[src/rtl/sc_backg_pkg.sv]
// rtl/sc_backg_pkg.sv - shared defaults and channel state encoding for sc_backg_timer
package sc_backg_pkg;

    localparam int          DATAWIDTH_TIMER_DEF = 23;
    localparam int unsigned T0_LIMIT_DEF        = 32'd5000000;
    localparam int unsigned T1_LIMIT_DEF        = 32'd2500000;

    typedef enum logic {
        COUNTING = 1'b0,
        TERMINAL = 1'b1
    } chan_state_e;

endpackage

[src/rtl/sc_backg_timer_channel.sv]
// rtl/sc_backg_timer_channel.sv - one strobe counter with terminal-count flag
//
// Ports:
//   clk       - system clock
//   rst       - synchronous reset, active-high (count 0, COUNTING, flag high)
//   clear_n   - synchronous clear, active-low, overrides the strobe
//   strobe_n  - increment strobe, active-low
//   limit     - period in strobes (count wraps at limit-1)
//   count     - current counter value
//   flag_n    - registered terminal-count flag, low while in TERMINAL
module sc_backg_timer_channel
    import sc_backg_pkg::*;
#(
    parameter int W = DATAWIDTH_TIMER_DEF
) (
    input  logic         clk,
    input  logic         rst,
    input  logic         clear_n,
    input  logic         strobe_n,
    input  logic [W-1:0] limit,
    output logic [W-1:0] count,
    output logic         flag_n
);

    logic [W-1:0] count_q, count_d;
    chan_state_e  state_q, state_d;
    logic         flag_n_q, flag_n_d;
    logic [W-1:0] limit_m1;

    assign limit_m1 = limit - W'(1);

    always_comb begin
        count_d = count_q;
        state_d = state_q;
        if (!clear_n) begin
            count_d = '0;
            state_d = COUNTING;
        end else if (!strobe_n) begin
            // >= keeps the counter bounded even if the limit ever shrinks
            // underneath a running count.
            if (count_q >= limit_m1) begin
                count_d = '0;
                state_d = TERMINAL;
            end else begin
                count_d = count_q + W'(1);
                state_d = COUNTING;
            end
        end
        flag_n_d = (state_d != TERMINAL);
    end

    always_ff @(posedge clk) begin
        if (rst) begin
            count_q  <= '0;
            state_q  <= COUNTING;
            flag_n_q <= 1'b1;
        end else begin
            count_q  <= count_d;
            state_q  <= state_d;
            flag_n_q <= flag_n_d;
        end
    end

    assign count  = count_q;
    assign flag_n = flag_n_q;

endmodule

[src/rtl/sc_backg_timer.sv]
// rtl/sc_backg_timer.sv - two independent strobe-driven background timers
//
// Optional feature macro: SC_BACKG_TIMER_SPEEDUP_EN adds SC_BACKG_TIMER_level_In
// and divides each limit by 2^level (floored at 1), latched on reset/clear.
//
// Ports:
//   SC_BACKG_TIMER_CLOCK_50        - system clock
//   SC_BACKG_TIMER_RESET_InHigh    - synchronous reset, active-high
//   SC_BACKG_TIMER_clear_InLow     - synchronous clear of both channels
//   SC_BACKG_TIMER_upcount_InLow   - channel-0 increment strobe
//   SC_BACKG_TIMER_upcount2_InLow  - channel-1 increment strobe
//   SC_BACKG_TIMER_level_In        - speed level (SPEEDUP build only)
//   SC_BACKG_TIMER_T0_OutLow       - channel-0 terminal flag
//   SC_BACKG_TIMER_T1_OutLow       - channel-1 terminal flag
//   SC_BACKG_TIMER_count0_Out/1    - counter values for debug
module sc_backg_timer
    import sc_backg_pkg::*;
#(
    parameter int          DATAWIDTH_TIMER = DATAWIDTH_TIMER_DEF,
    parameter int unsigned T0_LIMIT        = T0_LIMIT_DEF,
    parameter int unsigned T1_LIMIT        = T1_LIMIT_DEF
) (
    input  logic                       SC_BACKG_TIMER_CLOCK_50,
    input  logic                       SC_BACKG_TIMER_RESET_InHigh,
    input  logic                       SC_BACKG_TIMER_clear_InLow,
    input  logic                       SC_BACKG_TIMER_upcount_InLow,
    input  logic                       SC_BACKG_TIMER_upcount2_InLow,
`ifdef SC_BACKG_TIMER_SPEEDUP_EN
    input  logic [1:0]                 SC_BACKG_TIMER_level_In,
`endif
    output logic                       SC_BACKG_TIMER_T0_OutLow,
    output logic                       SC_BACKG_TIMER_T1_OutLow,
    output logic [DATAWIDTH_TIMER-1:0] SC_BACKG_TIMER_count0_Out,
    output logic [DATAWIDTH_TIMER-1:0] SC_BACKG_TIMER_count1_Out
);

    localparam int              W         = DATAWIDTH_TIMER;
    localparam longint unsigned MAX_LIMIT = 64'd1 << DATAWIDTH_TIMER;
    localparam logic [W-1:0]    T0_LIM    = W'(T0_LIMIT);
    localparam logic [W-1:0]    T1_LIM    = W'(T1_LIMIT);

    if (T0_LIMIT == 0 || 64'(T0_LIMIT) >= MAX_LIMIT) begin : g_bad_t0
        $error("sc_backg_timer: T0_LIMIT out of range");
    end
    if (T1_LIMIT == 0 || 64'(T1_LIMIT) >= MAX_LIMIT) begin : g_bad_t1
        $error("sc_backg_timer: T1_LIMIT out of range");
    end

    logic [W-1:0] lim0, lim1;

`ifdef SC_BACKG_TIMER_SPEEDUP_EN
    logic [W-1:0] lim0_q, lim0_d, lim1_q, lim1_d;
    logic [W-1:0] lim0_sh, lim1_sh, lim0_new, lim1_new;

    // The scaled limit is sampled only on reset/clear so a level change
    // mid-round never stretches or cuts the current period.
    always_comb begin
        lim0_sh  = T0_LIM >> SC_BACKG_TIMER_level_In;
        lim1_sh  = T1_LIM >> SC_BACKG_TIMER_level_In;
        lim0_new = (lim0_sh == '0) ? W'(1) : lim0_sh;
        lim1_new = (lim1_sh == '0) ? W'(1) : lim1_sh;
        lim0_d   = SC_BACKG_TIMER_clear_InLow ? lim0_q : lim0_new;
        lim1_d   = SC_BACKG_TIMER_clear_InLow ? lim1_q : lim1_new;
    end

    always_ff @(posedge SC_BACKG_TIMER_CLOCK_50) begin
        if (SC_BACKG_TIMER_RESET_InHigh) begin
            lim0_q <= lim0_new;
            lim1_q <= lim1_new;
        end else begin
            lim0_q <= lim0_d;
            lim1_q <= lim1_d;
        end
    end

    assign lim0 = lim0_q;
    assign lim1 = lim1_q;
`else
    assign lim0 = T0_LIM;
    assign lim1 = T1_LIM;
`endif

    sc_backg_timer_channel #(.W(W)) u_chan0 (
        .clk      (SC_BACKG_TIMER_CLOCK_50),
        .rst      (SC_BACKG_TIMER_RESET_InHigh),
        .clear_n  (SC_BACKG_TIMER_clear_InLow),
        .strobe_n (SC_BACKG_TIMER_upcount_InLow),
        .limit    (lim0),
        .count    (SC_BACKG_TIMER_count0_Out),
        .flag_n   (SC_BACKG_TIMER_T0_OutLow)
    );

    sc_backg_timer_channel #(.W(W)) u_chan1 (
        .clk      (SC_BACKG_TIMER_CLOCK_50),
        .rst      (SC_BACKG_TIMER_RESET_InHigh),
        .clear_n  (SC_BACKG_TIMER_clear_InLow),
        .strobe_n (SC_BACKG_TIMER_upcount2_InLow),
        .limit    (lim1),
        .count    (SC_BACKG_TIMER_count1_Out),
        .flag_n   (SC_BACKG_TIMER_T1_OutLow)
    );

endmodule

[config.mk]
export PLATFORM = sky130hd
export DESIGN_NAME = sc_backg_timer
export DESIGN_NICKNAME = d
export VERILOG_FILES = /design/src/rtl/sc_backg_pkg.sv /design/src/rtl/sc_backg_timer_channel.sv /design/src/rtl/sc_backg_timer.sv
export SDC_FILE = /design/constraint.sdc
export NUM_CORES = 1
export LEC_CHECK = 0
export BUFFER_PORTS_ARGS = -buffer_cell sky130_fd_sc_hd__buf_2
export CORE_MARGIN = 2
export CORE_UTILIZATION = 59
export DETAILED_ROUTE_END_ITERATION = 7
export PLACE_DENSITY = 0.86
export SYNTH_ARGS = -nofsm -noshare
export SYNTH_HDL_FRONTEND = slang
export SYNTH_SLANG_ARGS = --single-unit
export TNS_END_PERCENT = 5
[constraint.sdc]
create_clock -name SC_BACKG_TIMER_CLOCK_50 -period 5.6 [get_ports SC_BACKG_TIMER_CLOCK_50]
set_clock_uncertainty 0.05 [all_clocks]
set_input_delay 1.12 -clock SC_BACKG_TIMER_CLOCK_50 [delete_from_list [all_inputs] [get_ports SC_BACKG_TIMER_CLOCK_50]]
set_output_delay 1.12 -clock SC_BACKG_TIMER_CLOCK_50 [all_outputs]
set_load 0.05 [all_outputs]
# == Word level (Yosys, flattened, before mapping) ==
# Cells that the tools add are included.
# totals
regBits,50
latch_bits,0
ram_bits,0
mem_bits_ro,0
inputBits,5
out_inout_bits,48
elab_cells,22
memories,0
# classes
addsub,2
mul,0
n_div,0
order_cmp,2
eq_ne,0
n_shift,0
muxes,8
n_bitwise,3
reduce_logical,1
# op_table
cell,count
23-bit by 1-bit adder with 23-bit output (second input constant),2
23-bit 2-to-1 mux,2
23-bit by 22-bit greater-or-equal comparator with 1-bit output (second input constant),1
23-bit greater-or-equal comparator (second input constant),1
1-bit 2-to-1 mux,6
1-bit NOT,3
2-bit OR reduction,1

# == Longest topological paths before layout ==
# logic_depth
word_depth,5
mapped_depth,10
depth_no_buf,7

# == Modules after synthesis ==
# Synthesis repeated with hierarchy kept, for this count alone.
# unflattened
hier_cells,547
hier_area_um2,4302.9
# by_module_without_submodules
mod,instances,cells_per_inst,area_each_um2,seq_area_each_um2
sc_backg_timer_channel at u_chan0,1,271,2167.1,500.5
sc_backg_timer_channel at u_chan1,1,274,2128.3,500.5
sc_backg_timer,1,2,7.5,0.0

# == Worst setup path after synthesis ==
# Ideal clock, no wire load.
# synth_path
kind,register to register
from,"register u_chan0.count_q[8], in the netlist u_chan0.count[8]"
to,"register u_chan0.count_q[14], in the netlist u_chan0.count[14]"
setup_ns,0.144
t_arrival_ns,2.374
t_required_ns,5.406
setup_slack_ns,3.032
stages_incl_launch_ff,9
path_buffers,2
period_less_slack_ns,2.568
cell_sequence,dfxtp_1 -> or4b_1 -> or4_4 -> nor3_4 -> nor4_1 -> buf_6 -> buf_4 -> a31oi_1 -> o31ai_1
# synth_via
elab_chain_cells,2
# synth_lines
element,line_no,source
start: declaration,sc_backg_timer_channel.sv:25,"logic [W-1:0] count_q, count_d;"
start signal: assignment,sc_backg_timer_channel.sv:58,count_q <= count_d;
23-bit by 1-bit adder with 23-bit output or 23-bit greater-or-equal comparator (tied branches),"sc_backg_timer_channel.sv:45, sc_backg_timer_channel.sv:41",
23-bit 2-to-1 mux *,sc_backg_timer_channel.sv:41,if (count_q >= limit_m1) begin
# Mark *: on every way between the ends. The rest lies on a longest branch, timed or not.
# A chain may end at the register's enable or synchronous reset.

# == Worst setup path in the final report ==
# layout_path
from,input port SC_BACKG_TIMER_RESET_InHigh
to,"register u_chan1.count_q[18], in the netlist u_chan1.count[18]"
# layout_via
elab_chain_cells,1
# layout_lines
element,line_no,source
start: declaration,sc_backg_timer.sv:24,"input logic SC_BACKG_TIMER_RESET_InHigh,"
2-bit OR reduction (no source line),-,
end signal: assignment,sc_backg_timer_channel.sv:58,
end: declaration,sc_backg_timer_channel.sv:25,
# No other way between the ends.

==> summary.md <==
| Metric | Value |
|---|---|
| Post-synth EDFFs | `0` |
| Slew of the pin with the lowest slew margin | `between 1000 and 1500 ps` |
| Diode count | `0` |
| Netlist Area Pre-Place | `0.00270 mm2` |
| Total power | `about 0.61 mW` |
| P&R area growth vs syn | `12.5%` |
| Power per cell area | `203 mW/mm2` |
| Layout Nets | `roughly 400` |
| Worst-Skew Late Latency | `300 ps` |
| Post-Route WL | `6220 um` |
| Top cell type's share of synthesized area | `between 30% and 40%` |
| Setup-failing EPs final | `0` |
| First-pass DRT Iterations | `4` |
| Max Cap Violations | `0` |
| Dpl cells | `431` |
| DR vias | `approximately 2700` |
| CP Class | `input port to flip-flop` |
| Remaining DRCs | `0` |
| Top cells by count, synth | `nand2_1, dfxtp_1, nand3_1, nor2_1, a21oi_1` |
| Unrepaired setup endpoints after global routing | `no` |
| Die Span Y | `just over 70 um` |
| Clk sinks | `50` |
| Clk pin slew, worst setup/hold paths | `around 90 ps` |
| Initial antenna violation count | `0` |
| Critical Path End Type | `flip-flop` |
| Hold crit path type | `flip-flop to flip-flop` |
| Post-CTS Resized | `0` |
| Final hold vios | `0` |
| DRT iter0 DRCs | `192` |
| Largest net degree at the start of global routing | `24` |
| Syn. warnings | `0` |
| Vias per cell | `between 6 and 7` |
| DRT antenna net count | `0` |
| Core area | `0.00438 mm2` |
| Top Ports | `53` |
| Multi-input gate area | `0.00158 mm2` |
| Global placement routability congestion | `just over 0.9` |
| H-tree levels | `2` |
| Seq cells post-synth | `50` |
| Asr flop ratio synth | `0%` |
| Synth Instances | `343` |
| Slew margin rel. | `20.6%` |
| Postcts setup bufs | `0` |
| Root Buffer | `clkbuf_8` |
| CTS tree | `yes` |
| Final Cycle Share | `52.1%` |
| Die W | `71.6 um` |
| Final cell count without fillers | `~440` |
| Slowest cell on crit path | `a211oi_2` |
| Count leader, synth | `nand2_1` |
| Row Count | `24` |
| Critical Path Fanout Max | `19` |
| I/O Buffers | `52` |
| Reg-to-reg endpoint | `u_chan1.count[11]` |
| R2R Path Start | `u_chan1.count[19]` |
| Status | `finished, final reports clean` |
| Critical Path Start | `SC_BACKG_TIMER_RESET_InHigh` |
| Worst path cell trace | `buf_2 -> nand2b_1 -> a211oi_2 -> and3_1 -> a221o_1` |
| Sequential-to-total area share from yosys stat | `37.1%` |
| Primary FF master, synth | `dfxtp_1` |
| Worst path top cell family by delay | `compound AO/OA/AOI/OAI gates` |
| Worst path required time | `5790 ps` |
| Final Critical Period | `2920 ps` |
| CP bufs+invs | `1` |
| Setup slack, reg-to-reg | `2990 ps` |
| Residual overflow from global routing | `0` |
| Maximum vdd drop | `158 uV` |
| TNS Setup | `0 ps` |
| Average wire per standard cell | `14.2 um` |
| CP Data Arrival Time | `3110 ps` |
| R2r worst-path depth | `6` |
| Vias in the first global route | `2295` |
| Global Route Usage Sum | `24.9%` |
| Levels on crit path | `5` |
| Layout cells sized above 1 | `18.1%` |
| Largest cells by area after synthesis | `dfxtp_1, nand2_1, nand3_1, and3_1, nor2_1` |
| Initial Util | `61.5%` |
| Synth area leader | `dfxtp_1` |
| Num CTS Buffers | `5` |
| Static leakage | `roughly 1.3 nW` |
| Highest clock rate | `343 MHz` |
| Syn nets | `350` |
| Clk buf depth | `2` |
| Syn Area/Cell | `between 7 and 8 um2` |
| Storage cell area | `0.00100 mm2` |
| Global-route wire length before repair | `10400 um` |
| CP Launch Type | `input port` |
| Slew Viols, Final | `0` |
| HPWL after DPL | `~4400 um` |
| Fill cells | `~380` |
| Die area | `0.00513 mm2` |
| Cts hold-fix bufs | `0` |
| CP peak stage delay | `1090 ps` |
| Crit path to | `u_chan1.count[18]` |
| Count of different cell masters after synthesis | `53` |
==> layout by cell type (no fill, tap or decap), types with 3 or more instances in the layout <==
cell type	n
nand2_1	55
buf_2	52
dfxtp_1	50
nor2_1	26
nand3_1	26
a21oi_1	19
and3_1	17
nand4_1	12
nor3_1	11
a31oi_1	10
o21ai_0	10
inv_1	8
a21o_1	6
and2_1	6
mux2i_1	6
clkbuf_8	6
and4_1	4
a221o_1	4
or4_1	4
o311ai_0	4
o311ai_1	4
o31ai_1	3
a22o_1	3
xor2_1	3
==> metal layers <==
metal	routed length, um	up-vias	share of wire [%]	GRT usage (%)
met5	0	-	0	0
met4	63	0	1.0	6.50
met3	395	9	6.3	4.78
met2	2900	79	47	39.8
met1	2860	1248	46	34.7
li1	-	1354	-	-
==> worst min path at each step <==
stage	startpoint	endpoint	cells past startpoint
after floorplan	u_chan1.state_q	u_chan1.state_q	2
after global placement	u_chan1.state_q	u_chan1.state_q	2
after detailed placement	u_chan1.state_q	u_chan1.state_q	2
after CTS	u_chan1.state_q	u_chan1.state_q	2
after global routing	u_chan1.state_q	u_chan1.state_q	2
final	u_chan1.state_q	u_chan1.state_q	2
==> tightest hold or removal path: cells and delay by family, from the launching register on <==
kind	cells	cell delay (ps)
buffers and inverters	1	40
AOI/OAI and AO/OA	1	70
DFF	1	300
==> layout make-up <==
| cell class | count | share of cell area [%] |
|---|---|---|
| timing repair buffer | 53 | 8.82 |
| multi-input combinational | 268 | 51.9 |
| clock buffer | 6 | 2.72 |
| inverter | 8 | 0.990 |
| clock inverter | 2 | 0.412 |
| tap | 52 | 2.14 |
| sequential | 50 | 33.0 |
==> kinds of logic (layout without fill, tap and decap cells) <==
| logic type | count (synthesis) | after routing | share of synthesized area (%) |
|---|---|---|---|
| buffers and inverters | 25 | 69 | 4.69 |
| flip-flops | 50 | 50 | 37.1 |
| AND/OR/NAND/NOR | 178 | 178 | 33.7 |
| adder cells (fa/ha/maj) | 2 | 2 | 0.928 |
| multiplexers | 7 | 7 | 2.65 |
| XOR/XNOR | 4 | 4 | 1.30 |
| AO/OA/AOI/OAI | 77 | 77 | 19.6 |
==> stage by stage <==
| stage | instance area, um2 | utilization (%) | hold WS, ps | setup WS (ps) |
|---|---|---|---|---|
| 2_1_floorplan | 2700 | - | 389 | 3030 |
| 3_3_place_gp | 2940 | 67.0 | 408 | 2440 |
| 3_5_place_dp | 2940 | 67.0 | 411 | 2390 |
| 4_1_cts | 3030 | 69.2 | 425 | 2690 |
| 5_1_grt | 3030 | 69.2 | 455 | 2490 |
| 6_report | 3030 | 69.2 | 420 | 2680 |
==> where the power goes <==
| group | total [mW] | switching (mW) | internal, mW |
|---|---|---|---|
| clock network | 0.219 | 0.120 | 0.0995 |
| logic | 0.0366 | 0.0265 | 0.0102 |
| registers | 0.359 | 0.00208 | 0.357 |
==> state kept, by name, indices dropped and copies added, names as in the netlist <==
| register | flops |
|---|---|
| u_chan0.count | 23 |
| u_chan1.count | 23 |
| u_chan0.flag_n | 1 |
| u_chan0.state_q | 1 |
| u_chan1.flag_n | 1 |
| u_chan1.state_q | 1 |
(Power assumes the default switching activity.)
